### src/rtl/seven_seg_pkg.sv
// Shared constants for the seven-segment scan driver: segment patterns and
// blanking values.  Patterns are active-low, ordered {A,B,C,D,E,F,G}, A = MSB.
// Latency: n/a (constants only).  Backpressure: n/a.
package seven_seg_pkg;

   // Decimal glyphs
   localparam logic [6:0] SEG_0     = 7'b0000001;
   localparam logic [6:0] SEG_1     = 7'b1001111;
   localparam logic [6:0] SEG_2     = 7'b0010010;
   localparam logic [6:0] SEG_3     = 7'b0000110;
   localparam logic [6:0] SEG_4     = 7'b1001100;
   localparam logic [6:0] SEG_5     = 7'b0100100;
   localparam logic [6:0] SEG_6     = 7'b0100000;
   localparam logic [6:0] SEG_7     = 7'b0001111;
   localparam logic [6:0] SEG_8     = 7'b0000000;
   localparam logic [6:0] SEG_9     = 7'b0000100;

   // Hex glyphs (A, b, C, d, E, F)
   localparam logic [6:0] SEG_A     = 7'b0001000;
   localparam logic [6:0] SEG_B     = 7'b1100000;
   localparam logic [6:0] SEG_C     = 7'b0110001;
   localparam logic [6:0] SEG_D     = 7'b1000010;
   localparam logic [6:0] SEG_E     = 7'b0110000;
   localparam logic [6:0] SEG_F     = 7'b0111000;

   // A blanked digit and a fully dark bus are the same pattern; the two names
   // keep "digit intentionally blank" distinct from "display switched off".
   localparam logic [6:0] SEG_BLANK = 7'b1111111;
   localparam logic [6:0] SEG_OFF   = 7'h7F;

endpackage

### src/rtl/seven_seg_hex_rom.sv
// Nibble to active-low segment pattern decoder; hex glyphs optional.
// Latency: combinational.  Backpressure: none.
// Ports: i_nibble (value 0..15), i_hex_en (1: show A-F for 10..15, 0: blank),
//        o_seg_n ({A..G}, active-low).
module seven_seg_hex_rom
   import seven_seg_pkg::*;
(
   input  logic [3:0] i_nibble,
   input  logic       i_hex_en,
   output logic [6:0] o_seg_n
);

   always_comb begin
      o_seg_n = SEG_BLANK;
      case (i_nibble)
         4'h0:    o_seg_n = SEG_0;
         4'h1:    o_seg_n = SEG_1;
         4'h2:    o_seg_n = SEG_2;
         4'h3:    o_seg_n = SEG_3;
         4'h4:    o_seg_n = SEG_4;
         4'h5:    o_seg_n = SEG_5;
         4'h6:    o_seg_n = SEG_6;
         4'h7:    o_seg_n = SEG_7;
         4'h8:    o_seg_n = SEG_8;
         4'h9:    o_seg_n = SEG_9;
         // Non-decimal nibbles only get a glyph in hex mode; in BCD mode they
         // render as blank so a corrupted BCD digit is visibly empty.
         4'hA:    o_seg_n = i_hex_en ? SEG_A : SEG_BLANK;
         4'hB:    o_seg_n = i_hex_en ? SEG_B : SEG_BLANK;
         4'hC:    o_seg_n = i_hex_en ? SEG_C : SEG_BLANK;
         4'hD:    o_seg_n = i_hex_en ? SEG_D : SEG_BLANK;
         4'hE:    o_seg_n = i_hex_en ? SEG_E : SEG_BLANK;
         4'hF:    o_seg_n = i_hex_en ? SEG_F : SEG_BLANK;
         default: o_seg_n = SEG_BLANK;
      endcase
   end

endmodule

### src/rtl/seven_seg_scan_driver.sv
// Time-multiplexed common-anode 7-segment driver with frame-aligned double buffer.
// Latency: outputs registered, 1 clk behind scan index / active buffer.
// Backpressure: none; load is a fire-and-forget strobe, last load before a frame wins.
// Ports: clk/reset (sync, active-high); enable (scan run/dark); load + value/dp_in
//        (packed nibbles, digit 0 rightmost); blank_lz (leading-zero blanking);
//        seg_n/dp_n/an_n (active-low pins); frame (1-clk pulse after index wrap).
module seven_seg_scan_driver
   import seven_seg_pkg::*;
#(
   parameter int NUM_DIGITS  = 4,
   parameter int REFRESH_DIV = 50000,
   parameter int HEX_EN      = 1
)
(
   input  logic                    clk,
   input  logic                    reset,
   input  logic                    enable,
   input  logic                    load,
   input  logic [4*NUM_DIGITS-1:0] value,
   input  logic [NUM_DIGITS-1:0]   dp_in,
   input  logic                    blank_lz,
   output logic [6:0]              seg_n,
   output logic                    dp_n,
   output logic [NUM_DIGITS-1:0]   an_n,
   output logic                    frame
);

   localparam int DIV_W = (REFRESH_DIV > 1) ? $clog2(REFRESH_DIV) : 1;
   localparam int IDX_W = (NUM_DIGITS  > 1) ? $clog2(NUM_DIGITS)  : 1;
   localparam logic [DIV_W-1:0] DIV_LAST = DIV_W'(REFRESH_DIV - 1);
   localparam logic [IDX_W-1:0] IDX_LAST = IDX_W'(NUM_DIGITS - 1);

   // ---------------------------------------------------------------------
   // State
   // ---------------------------------------------------------------------
   logic [DIV_W-1:0]        r_div_cnt;
   logic [IDX_W-1:0]        r_dig_idx;

   logic [4*NUM_DIGITS-1:0] r_act_val;
   logic [NUM_DIGITS-1:0]   r_act_dp;
   logic [4*NUM_DIGITS-1:0] r_pend_val;
   logic [NUM_DIGITS-1:0]   r_pend_dp;
   logic                    r_pend_v;

   logic [6:0]              r_seg_n;
   logic                    r_dp_n;
   logic [NUM_DIGITS-1:0]   r_an_n;
   logic                    r_frame;

   // ---------------------------------------------------------------------
   // Scan timing
   // ---------------------------------------------------------------------
   logic w_tick;
   logic w_wrap;
   logic w_commit;

   assign w_tick = (r_div_cnt == DIV_LAST) & enable;
   assign w_wrap = w_tick & (r_dig_idx == IDX_LAST);

   // The buffer may be swapped at a frame boundary, or at any time while the
   // display is dark since nothing is being scanned that could tear.
   assign w_commit = w_wrap | ~enable;

   always_ff @(posedge clk) begin
      if (reset) begin
         r_div_cnt <= '0;
         r_dig_idx <= '0;
      end else if (enable) begin
         if (r_div_cnt == DIV_LAST) begin
            r_div_cnt <= '0;
         end else begin
            r_div_cnt <= r_div_cnt + DIV_W'(1);
         end

         if (w_tick) begin
            if (r_dig_idx == IDX_LAST) begin
               r_dig_idx <= '0;
            end else begin
               r_dig_idx <= r_dig_idx + IDX_W'(1);
            end
         end
      end
   end

   // ---------------------------------------------------------------------
   // Double buffer
   // ---------------------------------------------------------------------
   always_ff @(posedge clk) begin
      if (reset) begin
         r_act_val  <= '0;
         r_act_dp   <= '0;
         r_pend_val <= '0;
         r_pend_dp  <= '0;
         r_pend_v   <= 1'b0;
      end else if (w_commit) begin
         // A load landing on the commit cycle bypasses the pending stage so
         // it is not held back a whole extra frame.
         if (load) begin
            r_act_val <= value;
            r_act_dp  <= dp_in;
         end else if (r_pend_v) begin
            r_act_val <= r_pend_val;
            r_act_dp  <= r_pend_dp;
         end
         r_pend_v <= 1'b0;
      end else if (load) begin
         r_pend_val <= value;
         r_pend_dp  <= dp_in;
         r_pend_v   <= 1'b1;
      end
   end

   // ---------------------------------------------------------------------
   // Current digit select, leading-zero detect, anode pattern
   // ---------------------------------------------------------------------
   logic [3:0]            w_nib;
   logic                  w_dp;
   logic                  w_lz_cur;
   logic                  w_zero_run;
   logic [NUM_DIGITS-1:0] w_an_sel;

   // Walk from the most significant digit down: a digit is a leading zero
   // while every nibble from the top down to it is zero. Digit 0 is exempt so
   // a zero value still shows a single "0".
   always_comb begin
      w_nib      = 4'h0;
      w_dp       = 1'b0;
      w_lz_cur   = 1'b0;
      w_zero_run = 1'b1;
      w_an_sel   = '1;
      for (int i = NUM_DIGITS - 1; i >= 0; i--) begin
         w_zero_run = w_zero_run & (r_act_val[4*i +: 4] == 4'h0);
         if (r_dig_idx == IDX_W'(i)) begin
            w_nib       = r_act_val[4*i +: 4];
            w_dp        = r_act_dp[i];
            w_lz_cur    = blank_lz & w_zero_run & (i != 0);
            w_an_sel[i] = 1'b0;
         end
      end
   end

   logic [6:0] w_rom_seg;

   seven_seg_hex_rom u_rom (
      .i_nibble (w_nib),
      .i_hex_en (HEX_EN != 0),
      .o_seg_n  (w_rom_seg)
   );

   // ---------------------------------------------------------------------
   // Output registers
   // ---------------------------------------------------------------------
   always_ff @(posedge clk) begin
      if (reset) begin
         r_seg_n <= SEG_OFF;
         r_dp_n  <= 1'b1;
         r_an_n  <= '1;
         r_frame <= 1'b0;
      end else begin
         r_frame <= w_wrap;
         if (!enable) begin
            r_seg_n <= SEG_OFF;
            r_dp_n  <= 1'b1;
            r_an_n  <= '1;
         end else begin
            r_seg_n <= w_lz_cur ? SEG_BLANK : w_rom_seg;
            // Decimal point is independent of leading-zero blanking.
            r_dp_n  <= ~w_dp;
            // Anodes go dark for the one clock in which the index advances so
            // the previous digit's segments never ghost onto the next anode.
            r_an_n  <= w_tick ? '1 : w_an_sel;
         end
      end
   end

   assign seg_n = r_seg_n;
   assign dp_n  = r_dp_n;
   assign an_n  = r_an_n;
   assign frame = r_frame;

endmodule

### config.mk
export PLATFORM = sky130hd
export DESIGN_NAME = seven_seg_scan_driver
export DESIGN_NICKNAME = d
export VERILOG_FILES = /design/src/rtl/seven_seg_pkg.sv /design/src/rtl/seven_seg_hex_rom.sv /design/src/rtl/seven_seg_scan_driver.sv
export SDC_FILE = /design/constraint.sdc
export NUM_CORES = 1
export LEC_CHECK = 0
export CORE_MARGIN = 4
export CORE_UTILIZATION = 40
export CTS_CLUSTER_DIAMETER = 100
export CTS_CLUSTER_SIZE = 24
export DETAILED_ROUTE_END_ITERATION = 12
export SKIP_CTS_REPAIR_TIMING = 1
export SYNTH_ARGS = -nofsm -noshare
export SYNTH_HDL_FRONTEND = slang
export SYNTH_SLANG_ARGS = --single-unit
### constraint.sdc
create_clock -name clk -period 2.9 [get_ports clk]
set_input_delay 0.435 -clock clk [delete_from_list [all_inputs] [get_ports clk]]
set_output_delay 0.435 -clock clk [all_outputs]
set_load 0.1 [all_outputs]
==> results of run 1 <==
## Yosys cell counts (all sizes together), types with 2 or more instances
cell type | count | area (sq um)
a211oi | 7 | 52.6
a21oi | 10 | 50.1
a221oi | 21 | 315
and2 | 4 | 25.0
and3 | 2 | 12.5
buf | 9 | 55.1
clkbuf | 16 | 61.3
dfxtp | 72 | 1440
ha | 5 | 62.6
inv | 24 | 90.1
mux2i | 22 | 220
nand2 | 23 | 86.3
nand3 | 7 | 35.0
nand3b | 24 | 180
nand4 | 7 | 43.8
nor2 | 49 | 184
nor2b | 4 | 25.0
nor3 | 3 | 15.0
nor3b | 4 | 30.0
nor4 | 3 | 18.8
o21ai | 27 | 143
o22ai | 2 | 12.5
or4b | 3 | 30.0
xnor2 | 5 | 43.8
xor2 | 10 | 87.6
## sequential cells by signal, summed over array words and instances, names as in the netlist
name,count
r_act_dp,4
r_pend_dp,4
r_pend_val,16
r_pend_v,1
r_act_val,16
r_dig_idx,2
r_div_cnt,16
an_n,4
dp_n,1
frame,1
seg_n,7
## cell type report
cell class	instances	share of cell area (%)
tap	105	3.20
clock buffer	10	3.11
clock inverter	6	2.26
timing repair buffer	48	10.1
inverter	24	2.20
multi-input combinational	257	43.9
sequential	72	35.2
## kinds of logic after synthesis
group / synth area share (%)
and+or+nand+nor: 20.7
AOI/OAI and AO/OA: 19.4
DFF: 41.8
buffers and inverters: 5.99
muxes: 6.39
xor gates and xnor gates: 3.81
adders and majority gates: 1.82
## through the flow
stage	cells	hold slack, ps	utilization, %	cell area (sq um)	total power [mW]
floorplan	378	443	-	3450	1.31
global placement	506	452	46.8	3880	1.39
detailed placement	506	454	46.8	3880	1.40
CTS	522	466	49.4	4100	2.27
global route	522	489	49.4	4100	2.35
finish	522	461	49.4	4100	2.24
## power by group through the flow
stage / Combinational [mW] / Clock, mW / Sequential [mW]
after floorplan: 0.171 / 0 / 1.13
after global placement: 0.305 / 0 / 1.09
after detailed placement: 0.309 / 0 / 1.09
after CTS: 0.310 / 0.899 / 1.06
after global routing: 0.333 / 0.941 / 1.07
final: 0.307 / 0.872 / 1.07
## worst reg2reg max path: stages, from the launching register on
cell and delay (ps):
dfxtp_1 360, or4b_1 560, or4_1 580, o21ai_2 180
o21ai_2 70, buf_4 260, a221oi_2 310
## final timing paths
path                            slack (ps)          from  cells past startpoint     endpoint
worst min register to register         460   r_act_dp[0]                      2  r_act_dp[0]
worst max-delay path                   500  r_div_cnt[4]                      6  r_act_dp[1]
worst min-delay path                   460   r_act_dp[0]                      2  r_act_dp[0]
worst max register to register         500  r_div_cnt[4]                      6  r_act_dp[1]
## cells in the final DEF (no fill, tap or decap), types with 3 or more instances in the layout
cell             instances
xor2_1                  10
a211oi_1                 7
nor2b_1                  4
clkdlybuf4s50_1         23
a21oi_1                  9
inv_1                   24
xnor2_1                  5
nand4_1                  7
dfxtp_1                 72
nor3_1                   3
nor3b_1                  4
clkbuf_8                 9
nand3_1                  7
o21ai_0                 25
nand2_1                 23
mux2i_1                 22
nand3b_1                24
nor4_1                   3
buf_4                   24
and2_1                   4
a221oi_2                21
ha_1                     5
nor2_1                  49
## routing by layer
metal	global-route usage [%]	part of all wire, %	vias to the layer above
met1	20.9	50	1289
met4	5.60	1.6	0
met5	0	0	-
li1	-	-	1418
met3	4.08	4.1	12
met2	23.6	45	50
==> metrics.txt, run 1 <==
result of the run complete, no violations; number of warning messages in the yosys log 0; Comb power frac 13.7%; kind of end point of the critical path flop; worst-case setup slack after placement between 400 and 500 ps; first-pass iteration count of the detailed router 4; area of the mapped netlist approximately 3400 sq um; number of buffers and inverters on the critical path 1; PwrDens ~550 nW/um^2; share of the yosys chip area belonging to registers 41.8%; data required time at the worst endpoint 3160 ps; final worst path period share 82.8%; I/O pin count 38; internal power summed over all cells 1.64 mW; number of max-cap violations 0; overall routed net length roughly 7.3 mm; core footprint 8300 sq um; slowest cell delay on critical path between 500 and 600 ps; chain of cells forming the critical path or4b_1 > or4_1 > o21ai_2 > o21ai_2 > buf_4 > a221oi_2; Static Leakage 1.42 nW; fraction of final layout cells sized beyond drive strength 1 15.6%; root buffer cell clkbuf_8; count of routing violations after the opening detailed-route iteration roughly 140; Mapped Avg Cell Area approximately 9.1 sq um; kind of cell with the highest combined delay on the critical path simple AND/OR/NAND/NOR gates; critical path class flop to flop; gpl congestion about 0.9; post-synthesis net count around 410; clock period minus final worst setup slack roughly 2400 ps; worst setup skew after layout ~14 ps; number of antenna violations at the first check in global routing 0; Critical-path top delay cell or4_1; nets@finish about 440; wire length of the first global-routing pass about 13 mm; number of H-tree levels 3; starting utilization of the core area approximately two fifths; signed area change from the synthesized netlist to the final layout 19.0%; number of clock sinks seen by CTS 72; setup repair after global routing missed its margin no; Final ANT Viol Nets 0; Worst path most repeated cell o21ai_2; normalized max-slew margin 43.8%; Cells after Synth about 380; vias in the first global route 2635; distinct cell type count of the synthesized netlist 45; Worst Setup Slack, final approximately 500 ps; wire length per cell after detailed routing roughly 14 microns; Fill cells 805; Sum Neg Setup Slack 0 ps; number of remaining DRC errors 0; CTS Buf Count 9; Chip Height 101 microns; pin slew with the least headroom to its limit between 800 and 900 ps; Die ar. just over 10000 sq um; register share of total power approximately 48%; total global routing overflow 0; GR Util All Layers between 10% and 20%; final HPWL from detailed placement between 5 and 6 mm; FFs w/ async S/R, synth 0%; clock tree from TritonCTS yes; type of the worst min-delay path flop to flop; Max rail drop VDD 0.315 mV; Sw Ratio between 20 and 30%; power share of the clock group a little under 40%; Peak Freq 416 MHz; number of buffers on the longest clock path 2; Via Count 2769; final count of hold timing violations 0; Port-buffer cells 37; largest net degree at the start of global routing 40; average vias per placed instance about 5.3; number of rows in the core area 33; kind of start point of the critical path flop; flip-flop and latch count after synthesis 72; final-report setup violation count 0; source-to-sink clock delay at the later pin of the worst-skew pair 350 ps; area used by sequential logic in the layout around 1400 sq um; final-report max-slew violation count 0; area of the multi-input gates between 1500 and 2000 sq um; WP data arrival around 2700 ps; number of enable-type register cells in the synthesized netlist 0; die outline width 101 microns; diode insertion count for antenna repair 0; clock-pin slew on the worst setup and hold paths approximately 80 ps; Psw between 0.6 and 0.7 mW; prevailing post-synth register cell dfxtp_1; top fanout value on the critical path 20
Power figures use the tool's default switching activity.
==> run 2, diff against run 1 <==
==> constraint.sdc (replaced) <==
create_clock -name clk -period 2.2 [get_ports clk]
set_input_delay 0.33 -clock clk [delete_from_list [all_inputs] [get_ports clk]]
set_output_delay 0.33 -clock clk [all_outputs]
set_load 0.1 [all_outputs]
==> run 2 against run 1 <==
Effect of this change:
- the run now ends with setup timing left
- power up 36%
- register-to-register slack got worse by 580 ps
- global-route usage grew 0.93 points
- sequential power increased by 31%
- utilization rose by 4.1 points
- die area is the same
- critical path type unchanged
- critical endpoint is now r_act_val[12]
- flip-flop and latch count did not move
==> metrics.txt, run 2 (synthesized netlist as in run 1, its figures left out) <==
Die ar. 10200 sq um (unchanged); WP data arrival 2490 ps (-170 ps); CTS Buf Count 9 (unchanged); result of the run finished with violations; cell area after placement 4070 sq um (+4.9%); data required time at the worst endpoint 2410 ps (-750 ps); Finished Cell Area 4440 sq um (+8.3%); final-report max-slew violation count 0 (unchanged); source-to-sink clock delay at the later pin of the worst-skew pair 350 ps (about the same); fraction of final layout cells sized beyond drive strength 1 22.4% (+6.8 points); number of clock sinks seen by CTS 72 (unchanged); diode insertion count for antenna repair 0 (unchanged); Design Power 3.04 mW (+36%); average vias per placed instance 5.37 (+1.2%); worst-case setup slack after placement -100 ps (-556 ps); final worst path period share 104% (+21 points); Fill cells 774 (-3.9%); number of H-tree levels 3 (unchanged); Peak Freq 439 MHz (+5.5%); count of routing violations after the opening detailed-route iteration 100 (-31%); Psw 0.836 mW (+39%); PwrDens 685 nW/um^2 (+25%); worst hold slack 300 ps (-162 ps); Via Count 2915 (+5.3%); Critical-path top delay cell or4_4; commonest non-fill, non-tap cells in the layout dfxtp_1, nor2_1, buf_4; number of antenna violations at the first check in global routing 0 (unchanged); kind of start point of the critical path flop; largest net degree at the start of global routing 44 (+10%); overall routed net length 8.00 mm (+8.8%); setup repair after global routing missed its margin yes; kind of end point of the critical path flop; clock-pin slew on the worst setup and hold paths 90 ps (about the same); vias in the first global route 2762 (+4.8%); total global routing overflow 0 (unchanged); Max rail drop VDD 0.430 mV (+37%); top fanout value on the critical path 20 (unchanged); Static Leakage 1.60 nW (+12%); final-report setup violation count 20 (+20); starting utilization of the core area 41.5% (unchanged); Final ANT Viol Nets 0 (unchanged); Sw Ratio 27.5% (+0.70 points); GR Util All Layers 16.4% (+0.93 points); number of buffers on the longest clock path 2 (unchanged); type of the worst min-delay path primary input to flop; clock tree from TritonCTS yes; core footprint 8300 sq um (unchanged); die outline width 101 microns (unchanged); Worst Setup Slack, final -77.1 ps (-575 ps); chain of cells forming the critical path or4b_4 > or4_4 > o21ai_4 > buf_4 > a221oi_2; first-pass iteration count of the detailed router 4 (unchanged); Sum Neg Setup Slack -1140 ps (-1140 ps); internal power summed over all cells 2.21 mW (+34%); violations in the final reports setup timing; nets@finish 463 (+4.8%); power share of the clock group 38.6% (-0.2 points); number of buffers and inverters on the critical path 1 (unchanged); number of rows in the core area 33 (unchanged); flop-to-flop setup slack -80 ps (-580 ps); slowest cell delay on critical path 570 ps (about the same); final count of hold timing violations 0 (unchanged); kind of cell with the highest combined delay on the critical path simple AND/OR/NAND/NOR gates; registers with the most flip-flops r_act_val: 16 flops, r_div_cnt: 16 flops, r_pend_val: 16 flops; number of max-cap violations 0 (unchanged); final HPWL from detailed placement 5.41 mm (+5.6%); clock period minus final worst setup slack 2280 ps (-125 ps); Chip Height 101 microns (unchanged); pin slew with the least headroom to its limit 596 ps (-246 ps); register share of total power 46.0% (-1.5 points); normalized max-slew margin 60.3% (+16 points); worst setup skew after layout 12.9 ps (-1.64 ps); wire length of the first global-routing pass 13.4 mm (+6.5%); critical path class flop to flop; I/O pin count 38 (unchanged); gpl congestion 0.855 (-2.4%); wire length per cell after detailed routing 14.7 microns (+4.6%); signed area change from the synthesized netlist to the final layout 28.9%; Port-buffer cells 37 (unchanged); number of remaining DRC errors 0 (unchanged); Comb power frac 15.4% (+1.7 points); root buffer cell clkbuf_8; most common cell after layout, fill and taps aside dfxtp_1
## run 2: cell count changes in the layout (fill, tap and decap cells not counted), sizes merged
cell    before  now
clkbuf      10   12
buf         25   44
## run 2: worst min-delay path, stage by stage
cell	delay (ps)
buf_2	120
nor2b_1	100
nand2_1	70
## run 2: power groups by stage
| stage | clock network (mW) | registers, mW | logic [mW] |
|---|---|---|---|
| after floorplan | 0 | 1.50 | 0.226 |
| after global placement | 0 | 1.43 | 0.437 |
| after detailed placement | 0 | 1.43 | 0.442 |
| after CTS | 1.20 | 1.40 | 0.443 |
| after global routing | 1.26 | 1.41 | 0.510 |
| final | 1.18 | 1.40 | 0.470 |
## run 2: path summary, 6_finish.rpt
| kind | end | startpoint | cells after the start |
|---|---|---|---|
| worst max-delay path | r_act_val[12] | r_div_cnt[7] | 5 |
| worst min-delay path | dp_n | reset | 3 |
| worst max register to register | r_act_val[12] | r_div_cnt[7] | 5 |
| worst min register to register | r_act_dp[0] | r_act_dp[0] | 2 |
## run 2: layout make-up
type / instances / area [sq um] / share of cell area, %
Tap cell: 105 / 131 / 2.96
Multi-Input combinational cell: 257 / 1880 / 42.3
Clock buffer: 10 / 128 / 2.87
Inverter: 24 / 90.1 / 2.03
Sequential cell: 72 / 1450 / 32.6
Timing Repair Buffer: 69 / 674 / 15.2
Clock inverter: 6 / 92.6 / 2.08
## run 2: layer usage
layer  track usage (%)  part of all wire [%]
met1              22.5                    48
met2              25.1                    45
met3              3.25                   5.0
met4              6.53                   1.6
met5                 0                     0
## run 2: metrics by stage
| step | util [%] | cells |
|---|---|---|
| 2_1_floorplan | - | 378 |
| 3_3_place_gp | 49.0 | 523 |
| 3_5_place_dp | 49.0 | 523 |
| 4_1_cts | 51.7 | 539 |
| 5_1_grt | 53.5 | 543 |
| 6_report | 53.5 | 543 |
==> run 3, diff against run 2 <==
--- a/config.mk
+++ b/config.mk
@@ -5,7 +5,6 @@
 export SDC_FILE = /design/constraint.sdc
 export NUM_CORES = 1
 export LEC_CHECK = 0
-export CORE_MARGIN = 4
 export CORE_UTILIZATION = 40
 export CTS_CLUSTER_DIAMETER = 100
 export CTS_CLUSTER_SIZE = 24
@@ -13,4 +12,5 @@
 export SKIP_CTS_REPAIR_TIMING = 1
 export SYNTH_ARGS = -nofsm -noshare
 export SYNTH_HDL_FRONTEND = slang
+export SYNTH_HIERARCHICAL = 1
 export SYNTH_SLANG_ARGS = --single-unit
==> run 3 against run 2 <==
Effect of this change:
- setup slack better by 130 ps
- the run now ends clean
- critical endpoint is now seg_n[0]
- utilization is 0.42 points lower
- wire length is 15% higher
- sequential share of layout area is 3.6 points lower
- die area grew 1.3%
==> metrics.txt, run 3 <==
Die ar. 10300 sq um (+1.3%); gpl congestion 0.771 (-9.8%); number of rows in the core area 35 (+6.1%); area of the mapped netlist 3960 sq um (+15%); Mapped Avg Cell Area 8.06 sq um (-12%); nets@finish 575 (+24%); pin slew with the least headroom to its limit 718 ps (+122 ps); setup repair after global routing missed its margin yes; starting utilization of the core area 42.0% (+0.53 points); Final ANT Viol Nets 0 (unchanged); data required time at the worst endpoint 2430 ps (+20 ps); CTS Buf Count 9 (unchanged); number of buffers on the longest clock path 2 (unchanged); number of enable-type register cells in the synthesized netlist 0 (unchanged); share of the yosys chip area belonging to registers 36.4% (-5.4 points); wire length per cell after detailed routing 13.5 microns (-8.3%); final-report setup violation count 0 (-100%); result of the run complete, no violations; count of routing violations after the opening detailed-route iteration 136 (+36%); largest net degree at the start of global routing 66 (+50%); critical path class flop to flop; number of warning messages in the yosys log 6 (+6); diode insertion count for antenna repair 0 (unchanged); most instantiated library cell after synthesis dfxtp_1; clock-pin slew on the worst setup and hold paths 80 ps (about the same); vias in the first global route 3262 (+18%); source-to-sink clock delay at the later pin of the worst-skew pair 340 ps (about the same); most common cell after layout, fill and taps aside dfxtp_1; core footprint 9420 sq um (+13%); clock period minus final worst setup slack 2140 ps (-134 ps); registers with the most flip-flops r_act_val: 16 flops, r_div_cnt: 16 flops, r_pend_val: 16 flops; type of the worst min-delay path flop to flop; distinct cell type count of the synthesized netlist 46 (+2.2%); Cells after Synth 491 (+30%); final count of hold timing violations 0 (unchanged); Static Leakage 1.92 nW (+20%); worst setup skew after layout 9.04 ps (-3.82 ps); Port-buffer cells 37 (unchanged); wire length of the first global-routing pass 15.4 mm (+15%); fraction of final layout cells sized beyond drive strength 1 19.5% (-2.9 points); most used standard cells in the synthesized netlist dfxtp_1, nand2b_1, nor2_1; cell types occupying the most area after synthesis dfxtp_1, nand2b_1, mux2i_1; final HPWL from detailed placement 6.16 mm (+14%); PwrDens 615 nW/um^2 (-10%); dominant cell type by area after synthesis dfxtp_1; commonest non-fill, non-tap cells in the layout dfxtp_1, nand2b_1, buf_4, nor2_1, a21oi_1; normalized max-slew margin 51.6% (-8.7 points); Via Count 3465 (+19%); I/O pin count 38 (unchanged); WP data arrival 2370 ps (-120 ps); total global routing overflow 0 (unchanged); kind of start point of the critical path flop; top fanout value on the critical path 10 (-50%); flip-flop and latch count after synthesis 72 (unchanged); kind of end point of the critical path flop; root buffer cell clkbuf_8; number of max-cap violations 0 (unchanged); worst hold slack 468 ps (+169 ps); average vias per placed instance 5.10 (-4.9%); final-report max-slew violation count 0 (unchanged); die outline width 101 microns (+0.66%); Peak Freq 467 MHz (+6.2%); clock tree from TritonCTS yes; GR Util All Layers 18.8% (+2.4 points); Max rail drop VDD 0.304 mV (-29%); final worst path period share 97.4% (-6.1 points); Design Power 3.08 mW (+1.0%); FFs w/ async S/R, synth 0% (unchanged); signed area change from the synthesized netlist to the final layout 26.3%; number of H-tree levels 3 (unchanged); number of antenna violations at the first check in global routing 0 (unchanged); number of clock sinks seen by CTS 72 (unchanged); first-pass iteration count of the detailed router 4 (unchanged); fraction of post-synthesis cell area in the top cell type by area 36.4% (-5.4 points); prevailing post-synth register cell dfxtp_1; Chip Height 101 microns (+0.66%); number of remaining DRC errors 0 (unchanged); post-synthesis net count 521 (+28%); overall routed net length 9.17 mm (+15%)
-- run 3: cell count changes in the layout (fill, tap and decap cells not counted), moves of 8 or more --
cell	delta
nor2b_1	+24
a221oi_2	-15
a21oi_1	+21
nand2b_1	+63
or2_2	+8
buf_4	+17
a221oi_1	+20
nand3b_1	-21
-- run 3: cells by family after synthesis --
kind of cell	Yosys count	synth area share [%]
compound gates	101	16.4
xor+xnor	15	3.32
fa+ha+maj	5	1.58
buf+inv	67	7.11
flops	72	36.4
mux	22	5.56
other cells	1	0.0947
simple gates	208	29.5
-- run 3: where the power goes --
part | switching (mW) | leakage (nW) | internal (mW) | total, mW
Clock | 0.506 | 0.0993 | 0.554 | 1.06
Sequential | 0.0561 | 0.592 | 1.37 | 1.43
Combinational | 0.327 | 1.22 | 0.261 | 0.588
-- run 3: worst paths after layout --
check | to | cells past startpoint | startpoint | slack [ps]
max reg2reg | seg_n[0] | 11 | r_dig_idx[0] | 60
max | seg_n[0] | 11 | r_dig_idx[0] | 60
min reg2reg | r_pend_val[8] | 2 | r_pend_val[8] | 470
min | r_pend_val[8] | 2 | r_pend_val[8] | 470
-- run 3: through the flow --
| stage | utilization, % | cell area [sq um] | cells | setup TNS [ps] | setup slack (ps) |
|---|---|---|---|---|---|
| 4_1_cts | 51.0 | 4800 | 671 | -1430 | -142 |
| 3_5_place_dp | 48.9 | 4610 | 655 | -855 | -125 |
| 2_1_floorplan | - | 3980 | 491 | 0 | 2.55 |
| 3_3_place_gp | 48.9 | 4610 | 655 | -1090 | -48.7 |
| 6_report | 53.1 | 5000 | 679 | 0 | 56.6 |
| 5_1_grt | 53.1 | 5000 | 679 | -81.5 | -33.8 |
-- run 3: area by class of cell --
cell class                      count  area (sq um)
Multi-Input combinational cell    352          2360
Tap cell                          129           161
Fill cell                         906          4420
Sequential cell                    72          1450
Inverter                           27           101
Clock buffer                       11           141
Clock inverter                      5          56.3
Timing Repair Buffer               83           728
-- run 3: critical path: stages, from the launching register on --
cell	delay [ps]
dfxtp_4	360
buf_4	150
ha_4	190
buf_4	140
a221oi_2	190
o31ai_1	100
buf_4	160
buf_4	130
buf_4	120
a21oi_1	110
o21ai_1	80
or2_2	290
-- run 3: routing by layer --
layer / up-vias / wire length, microns / GRT usage [%]
li1: 1780 / - / -
met1: 1630 / 4400 / 25.2
met2: 44 / 4460 / 30.4
met3: 11 / 202 / 3.73
met4: 0 / 107 / 5.57
met5: - / 0 / 0
